**src/rtl/wli_bank.sv**
```systemverilog
// Register bank with a command port: single-cycle load/clear/inc/set and
// bit-serial shift/rotate operations that take one edge per bit.
module wli_bank #(
    parameter int unsigned WIDTH = 16,
    parameter int unsigned NREG  = 4,
    localparam int unsigned DstW = $clog2(NREG),
    localparam int unsigned AmtW = $clog2(WIDTH) + 1
) (
    input  logic             Clock,
    input  logic             ResetN,
    input  logic             CmdValid,
    output logic             CmdReady,
    input  logic [2:0]       CmdOp,
    input  logic [DstW-1:0]  CmdDst,
    input  logic [WIDTH-1:0] CmdData,
    input  logic [AmtW-1:0]  CmdAmt,
    input  logic [DstW-1:0]  RdSel,
    output logic [WIDTH-1:0] RdData,
    output logic             Busy,
    output logic             Done,
    output logic             Carry
);

    localparam logic [2:0] OpNop   = 3'b000;
    localparam logic [2:0] OpLoad  = 3'b001;
    localparam logic [2:0] OpClear = 3'b010;
    localparam logic [2:0] OpInc   = 3'b011;
    localparam logic [2:0] OpShl   = 3'b100;
    localparam logic [2:0] OpShr   = 3'b101;
    localparam logic [2:0] OpRol   = 3'b110;
    localparam logic [2:0] OpSet   = 3'b111;

    typedef enum logic [0:0] {StIdle, StShift} state_e;

    state_e            state_q, state_d;
    logic [WIDTH-1:0]  regs_q [NREG];
    logic [WIDTH-1:0]  regs_d [NREG];
    logic [AmtW-1:0]   cnt_q, cnt_d;
    logic [2:0]        op_q, op_d;
    logic [DstW-1:0]   dst_q, dst_d;
    logic              carry_q, carry_d;
    logic              done_q, done_d;

    logic [DstW-1:0]   idx;
    logic              idx_ok;
    logic [WIDTH-1:0]  cur;
    logic [WIDTH:0]    stepped;
    logic [AmtW-1:0]   amt;

    // One bit-step of SHL/SHR/ROL; MSB of the result is the bit moved out.
    function automatic logic [WIDTH:0] step(input logic [2:0] op, input logic [WIDTH-1:0] v);
        case (op)
            OpShl:   step = {v[WIDTH-1], v[WIDTH-2:0], 1'b0};
            OpShr:   step = {v[0], 1'b0, v[WIDTH-1:1]};
            default: step = {v[WIDTH-1], v[WIDTH-2:0], v[WIDTH-1]};
        endcase
    endfunction

    assign CmdReady = (state_q == StIdle) && ResetN;
    assign Busy     = (state_q == StShift);
    assign Done     = done_q;
    assign Carry    = carry_q;
    assign RdData   = (32'(RdSel) < NREG) ? regs_q[RdSel] : '0;

    always_comb begin
        regs_d  = regs_q;
        state_d = state_q;
        cnt_d   = cnt_q;
        op_d    = op_q;
        dst_d   = dst_q;
        carry_d = carry_q;
        done_d  = 1'b0;
        amt     = CmdAmt;
        idx     = (state_q == StShift) ? dst_q : CmdDst;
        idx_ok  = 32'(idx) < NREG;
        cur     = idx_ok ? regs_q[idx] : '0;
        stepped = step(op_q, cur);

        if (state_q == StShift) begin
            if (idx_ok) regs_d[idx] = stepped[WIDTH-1:0];
            if (op_q != OpRol) carry_d = stepped[WIDTH];
            cnt_d = cnt_q - 1'b1;
            if (cnt_q == AmtW'(1)) begin
                state_d = StIdle;
                done_d  = 1'b1;
            end
        end else if (CmdValid && CmdReady) begin
            done_d = 1'b1;
            unique case (CmdOp)
                OpNop:   ;
                OpLoad:  if (idx_ok) regs_d[idx] = CmdData;
                OpClear: if (idx_ok) regs_d[idx] = '0;
                OpInc: begin
                    if (idx_ok) regs_d[idx] = cur + 1'b1;
                    carry_d = &cur;
                end
                OpSet:   if (idx_ok) regs_d[idx] = '1;
                OpShl, OpShr, OpRol: begin
                    // Shifts past the width are pointless; rotates keep the full count.
                    if (CmdOp != OpRol && CmdAmt > AmtW'(WIDTH)) amt = AmtW'(WIDTH);
                    if (amt != '0) begin
                        done_d  = 1'b0;
                        state_d = StShift;
                        cnt_d   = amt;
                        op_d    = CmdOp;
                        dst_d   = CmdDst;
                    end
                end
                default: ;
            endcase
        end
    end

    always_ff @(posedge Clock) begin
        if (!ResetN) begin
            state_q <= StIdle;
            regs_q  <= '{default: '0};
            cnt_q   <= '0;
            op_q    <= OpNop;
            dst_q   <= '0;
            carry_q <= 1'b0;
            done_q  <= 1'b0;
        end else begin
            state_q <= state_d;
            regs_q  <= regs_d;
            cnt_q   <= cnt_d;
            op_q    <= op_d;
            dst_q   <= dst_d;
            carry_q <= carry_d;
            done_q  <= done_d;
        end
    end

endmodule

```
**config.mk**
```make
export PLATFORM = sky130hd
export DESIGN_NAME = wli_bank
export DESIGN_NICKNAME = d
export VERILOG_FILES = /design/src/rtl/wli_bank.sv
export SDC_FILE = /design/constraint.sdc
export NUM_CORES = 1
export LEC_CHECK = 0
export CORE_MARGIN = 2
export CORE_UTILIZATION = 65
export DETAILED_ROUTE_END_ITERATION = 10
export DONT_BUFFER_PORTS = 1
export MAX_ROUTING_LAYER = met4
export PLACE_DENSITY = 0.86
export RECOVER_POWER = 25
export SYNTH_ARGS = -nofsm -noshare
export SYNTH_HDL_FRONTEND = slang
export SYNTH_SLANG_ARGS = --single-unit
```
**constraint.sdc**
```tcl
create_clock -name Clock -period 4.4 [get_ports Clock]
set_clock_uncertainty 0.15 [all_clocks]
set_input_delay 1.32 -clock Clock [delete_from_list [all_inputs] [get_ports Clock]]
set_output_delay 1.32 -clock Clock [all_outputs]
set_load 0.05 [all_outputs]
```
## Word-level counts from Yosys, hierarchy flattened

Index checks and enable logic that the tools add are counted.

| word-level totals | value |
|---|---|
| output and inout port bits | 20 |
| logic and storage cells | 89 |
| bits in registers | 77 |
| input bits | 31 |

| cells by class | value |
|---|---|
| multiplexer cells | 38 |
| bitwise gates (word level) | 6 |
| $add $sub $neg | 2 |
| reduce and logical (&&, ||, !) cells | 16 |
| order comparisons | 4 |
| equality and inequality tests | 13 |

Operator list:

| cell | number |
|---|---|
| $pmux 64 s4 | 1 |
| $bwmux 64 | 3 |
| $mux 64 | 2 |
| $mux 16 | 5 |
| $and 64x64->64 | 1 |
| $bmux 16 s2 | 2 |
| $not 64->64 | 1 |
| $or 64x64->64 | 1 |
| $mux 5 | 8 |
| $pmux 17 s2 | 1 |
| $demux 16 s2 | 1 |
| $eq 3x3->1 const B | 6 |
| $add 16x1->16 const B | 1 |
| $reduce_and 16->1 | 1 |
| $mux 1 | 14 |
| $reduce_bool 5->1 | 2 |
| $reduce_bool 2->1 | 4 |
| $eq 3x2->1 const B | 2 |
| $ge 3x3->1 const B | 2 |
| $ne 3x3->1 const B | 2 |
| $not 2->3 | 2 |
| $reduce_and 3->1 | 2 |
| $eq 5x1->1 const B | 1 |
| $gt 5x5->1 const B | 1 |
| 10 further kinds | 13 |

## Depth between registers and ports, before layout

| logic depth | value |
|---|---|
| depth after elaboration | 11 |
| mapped depth | 13 |

## Least setup slack after synthesis

No wires, ideal clock.

| timing path | value |
|---|---|
| path type | in2out |
| from | input RdSel[0] |
| to | output RdData[13] |
| stages on the path | 3 |
| data required time | 2930 ps |
| buffers on the path | 2 |
| path slack | 138 ps |
| arrival | 2792 ps |
| cells stage by stage | clkbuf_1 clkbuf_1 mux4_2 |

| on the way | value |
|---|---|
| cells in the longest elaborated chain, start to end | 4 |

RTL lines:

| element | RTL line | source |
|---|---|---|
| start, declared | 17 | `input logic [DstW-1:0] RdSel,` |
| $not 2->3 (not written as such) | 63 | `assign RdData = (32'(RdSel) < NREG) ? regs_q[RdSel] : '0;` |
| $bmux 16 s2 | 63 |  |
| $mux 16 (not written as such) (2 in series) | 63 |  |
| end, declared | 18 | `output logic [WIDTH-1:0] RdData,` |

Every way passes these cells. The select of a mux whose other input is x is not followed.

## Worst setup path in the final report

| timing path | value |
|---|---|
| from | input CmdOp[2] |
| to | register regs_q[46] (netlist bit) |

| on the way | value |
|---|---|
| cells in the longest elaborated chain, start to end | 4 |

RTL lines:

| element | RTL line | source |
|---|---|---|
| start, declared | 13 | `input logic [2:0] CmdOp,` |
| $eq 3x3->1 (tied with other cells) | 89 | `unique case (CmdOp)` |
| $pmux 64 s4 | 89 |  |
| $mux 64 | 87 | `end else if (CmdValid && CmdReady) begin` |
| $mux 64 | 79 | `if (state_q == StShift) begin` |
| end signal, assigned | 125 | `regs_q <= regs_d;` |
| end, declared | 36 | `logic [WIDTH-1:0] regs_q [NREG];` |

Several ways; a longest one is shown, not always the timed one. The select of a mux whose other input is x is not followed.
A chain may end at the register's enable or synchronous reset.

==> results.py <==
metrics = {
    "global_routing": {
        "grt_usage_pct": 49.74,
        "grt_max_degree": 85,
        "grt_overflow": 0,
        "antenna_found_initial": 0,
        "grt_pass1_vias": 7628,
        "grt_pass1_wl_um": 41560,
    },
    "clocking": {
        "cts_tree": "built",
        "postCtsHoldBufs": 0,
        "clock-sinks": 77,
        "numCtsBuffers": 9,
        "cts-root-buf": "clkbuf_8",
        "clk_latency_ns": 0.37,
        "clk_pin_slew_ns": 0.08,
        "clockBufferDepth": 2,
        "h-tree-depth": 3,
        "cts_setup_buffers": 0,
        "cts_resized": 0,
    },
    "detailed_routing": {
        "dr.pass1.iters": 8,
        "routedWlPerCell_um": 27.18,
        "drc": 0,
        "drt_iter0_drc": 1339,
        "wl_um": 27200,
        "vias": 8082,
        "drtAntennaViolNets": 0,
        "vias_per_cell": 8.074,
    },
    "sta": {
        "fmax_mhz": 242.6,
        "rsz0062_at_grt": "no",
        "timing_max_transition_violations_final": 17,
        "fin_crit_ns": 4.122,
        "hold_viol_final": 0,
        "worst_pin_slew_ns": 1.743,
        "setup_viol": 0,
        "slew_headroom_pct": -16.75,
        "post-route-period-util_pct": 93.68,
        "setup_tns_ns": 0,
    },
    "power": {
        "p_switching_w": 0.0007043,
        "clock_power_share_pct": 26.9,
        "comb_power_share_pct": 30.0,
        "peakVddDrop_mv": 0.2371,
        "p_seq_share_pct": 43.1,
        "internal_power_w": 0.001143,
        "p_leak_nw": 2.582,
        "p_sw_share_pct": 38.13,
        "p_per_area_mw_per_mm2": 264.5,
    },
    "logic_synthesis": {
        "ys_warn_count": 0,
        "ys_ff_latch": 77,
        "synth.net_count": 913,
        "async_reset_ff_share_pct": 0,
        "synth_edf_count": 0,
        "ys_seq_area_share_pct": 23.41,
        "synth_area_per_cell_um2": 7.482,
        "syn_area_mm2": 0.006584,
        "synth_top_flop_cell": "dfxtp_1",
        "synth_cell_types": 71,
        "netlist_instances": 880,
    },
    "setup_path": {
        "arrival_ns": 4.24,
        "critPathKind": "in2reg",
        "critPathMaxFanout": 27,
        "cp-start-kind": "input pin",
        "end_kind": "flip-flop",
        "cp.required_ns": 4.52,
    },
    "placement": {
        "dp.final_hpwl_um": 17960,
        "placed_area_mm2": 0.006844,
        "dp.cells": 986,
        "portBuffers": 0,
        "place_congestion": 1.068,
    },
    "floorplanning": {
        "dieArea_mm2": 0.01095,
        "rows": 36,
        "initial_core_util_pct": 67.05,
        "die_h_um": 104.6,
        "pin_count": 51,
        "die_w_um": 104.6,
        "core_area_mm2": 0.009819,
    },
    "cells_and_area": {
        "drive_above_1_share_pct": 10.94,
        "synthToLayoutAreaGrowth_pct": 6.062,
        "fin_cells": 1001,
        "antennaDiodeCount": 0,
        "fin_area_mm2": 0.006983,
        "final_nets": 897,
        "fillers": 879,
    },
    "flow_run": {
        "max_cap_viol_count": 1,
    },
    "outcome": {
        "failed_checks": "capacitance limit, slew limit",
        "outcome": "finished, violations left",
    },
    "min_path": {
        "min-delay-path-class": "reg2reg",
    },
}
through the flow:
stage	setup slack, ns	util [%]	hold slack (ns)	total power (W)
floorplan	0.1381	-	0.3052	0.001185
global placement	0.4759	69.70	0.3179	0.001317
detailed placement	0.4019	69.70	0.3388	0.001330
CTS	0.7687	71.32	0.3493	0.001811
global route	0.3278	71.11	0.3816	0.001892
finish	0.2780	71.11	0.3484	0.001847
routing by layer:
layer / part of all wire, % / track usage, % / up-vias
met3: 18 / 17.16 / 217
li1: - / - / 3287
met4: 6.8 / 31.33 / 0
met5: 0 / - / -
met2: 41 / 69.19 / 853
met1: 35 / 61.37 / 3725
power by group through the flow:
stage	Clock (W)	Combinational, W	Sequential, W
floorplan	0	0.000395	0.000790
global placement	0	0.000512	0.000805
detailed placement	0	0.000523	0.000807
CTS	0.000495	0.000526	0.000791
global route	0.000521	0.000573	0.000799
finish	0.000497	0.000553	0.000797
sequential cells by signal (all words and copies together), names as in the netlist:
signal / flops
Busy: 1
Carry: 1
Done: 1
cnt_q: 5
dst_q: 2
op_q: 3
regs_q: 64
final timing paths:
kind | slack [ns] | end | start | depth (start not counted)
max | 0.28 | regs_q[46]$_SDFFE_PN0P_ | CmdOp[2] | 7
min | 0.35 | cnt_q[4]$_SDFFE_PN0P_ | cnt_q[4]$_SDFFE_PN0P_ | 2
max reg2reg | 1.01 | regs_q[10]$_SDFFE_PN0P_ | Busy$_SDFF_PN0_ | 8
min reg2reg | 0.35 | cnt_q[4]$_SDFFE_PN0P_ | cnt_q[4]$_SDFFE_PN0P_ | 2
cells by family (layout without fill, tap and decap cells):
| group | after synthesis | after routing | share of synthesized area, % |
|---|---|---|---|
| flops | 77 | 77 | 23.41 |
| buf+inv | 85 | 73 | 5.321 |
| fa+ha+maj | 3 | 3 | 0.5321 |
| xor+xnor | 6 | 6 | 0.7982 |
| simple gates | 269 | 269 | 19.48 |
| compound gates | 355 | 355 | 33.85 |
| mux | 85 | 85 | 16.61 |
cells in the mapped netlist (all sizes together), types with 3 or more instances:
cell type,instances,area (um^2)
buf,14,83.82
or4,3,26.27
o21a,4,30.03
o221a,7,78.82
nand3,26,135.1
dfxtp,77,1541
nor2b,11,68.82
nor4,3,18.77
nand4,5,31.28
a41oi,3,33.79
nor3,25,125.1
mux4,16,360.4
o211a,6,60.06
inv,7,26.28
and3,9,56.30
or3,4,30.03
a21o,5,37.54
and2,7,43.79
a22oi,8,60.06
a21boi,10,75.07
a211oi,10,75.07
mux2i,68,721.9
nand2b,9,56.30
a221oi,3,26.28
o221ai,20,175.2
clkbuf,63,236.5
nand2,78,292.8
a22o,5,43.79
nor2,74,277.8
o211ai,21,157.7
xnor2,5,43.79
nand3b,7,52.55
o21ai,128,640.6
a21oi,81,405.4
a32oi,4,35.03
a31oi,21,131.4
nor3b,3,22.52
layout make-up:
type | count | area (um^2) | share of cell area, %
clock buffer | 13 | 148.9 | 2.132
sequential | 77 | 1543 | 22.09
clock inverter | 2 | 10.01 | 0.1433
tap | 133 | 166.4 | 2.383
inverter | 8 | 30.03 | 0.4300
timing repair buffer | 50 | 374.1 | 5.357
multi-input combinational | 718 | 4711 | 67.46
critical path, cell delays in order:
cell and delay, ns:
inv_1 0.03, maj3_1 0.39, a31oi_1 1.26, nor2_1 0.64, nand4_1 0.27, o211ai_1 0.12, a21o_1 0.19
cells in the final DEF, fill, tap and decap left out, types with 4 or more instances in the layout:
| cell | instances |
|---|---|
| and2_1 | 6 |
| inv_1 | 7 |
| dfxtp_1 | 76 |
| and3_1 | 9 |
| o211ai_1 | 21 |
| a32oi_1 | 4 |
| nor3_1 | 25 |
| nor2b_1 | 11 |
| o221ai_1 | 20 |
| nand2_1 | 78 |
| a22oi_1 | 8 |
| o211a_1 | 6 |
| a21oi_1 | 80 |
| nor2_1 | 73 |
| nand2b_1 | 9 |
| a211oi_1 | 10 |
| xnor2_1 | 5 |
| nand3b_1 | 7 |
| clkbuf_8 | 10 |
| nand4_1 | 5 |
| mux2i_4 | 4 |
| a22o_1 | 5 |
| o221a_2 | 5 |
| o21ai_0 | 125 |
| nand3_1 | 25 |
| a31oi_1 | 21 |
| o21a_1 | 4 |
| a21o_1 | 5 |
| a21boi_0 | 9 |
| mux4_2 | 16 |
| buf_4 | 45 |
| clkbuf_1 | 6 |
| mux2i_1 | 63 |
(Power assumes the default switching activity.)
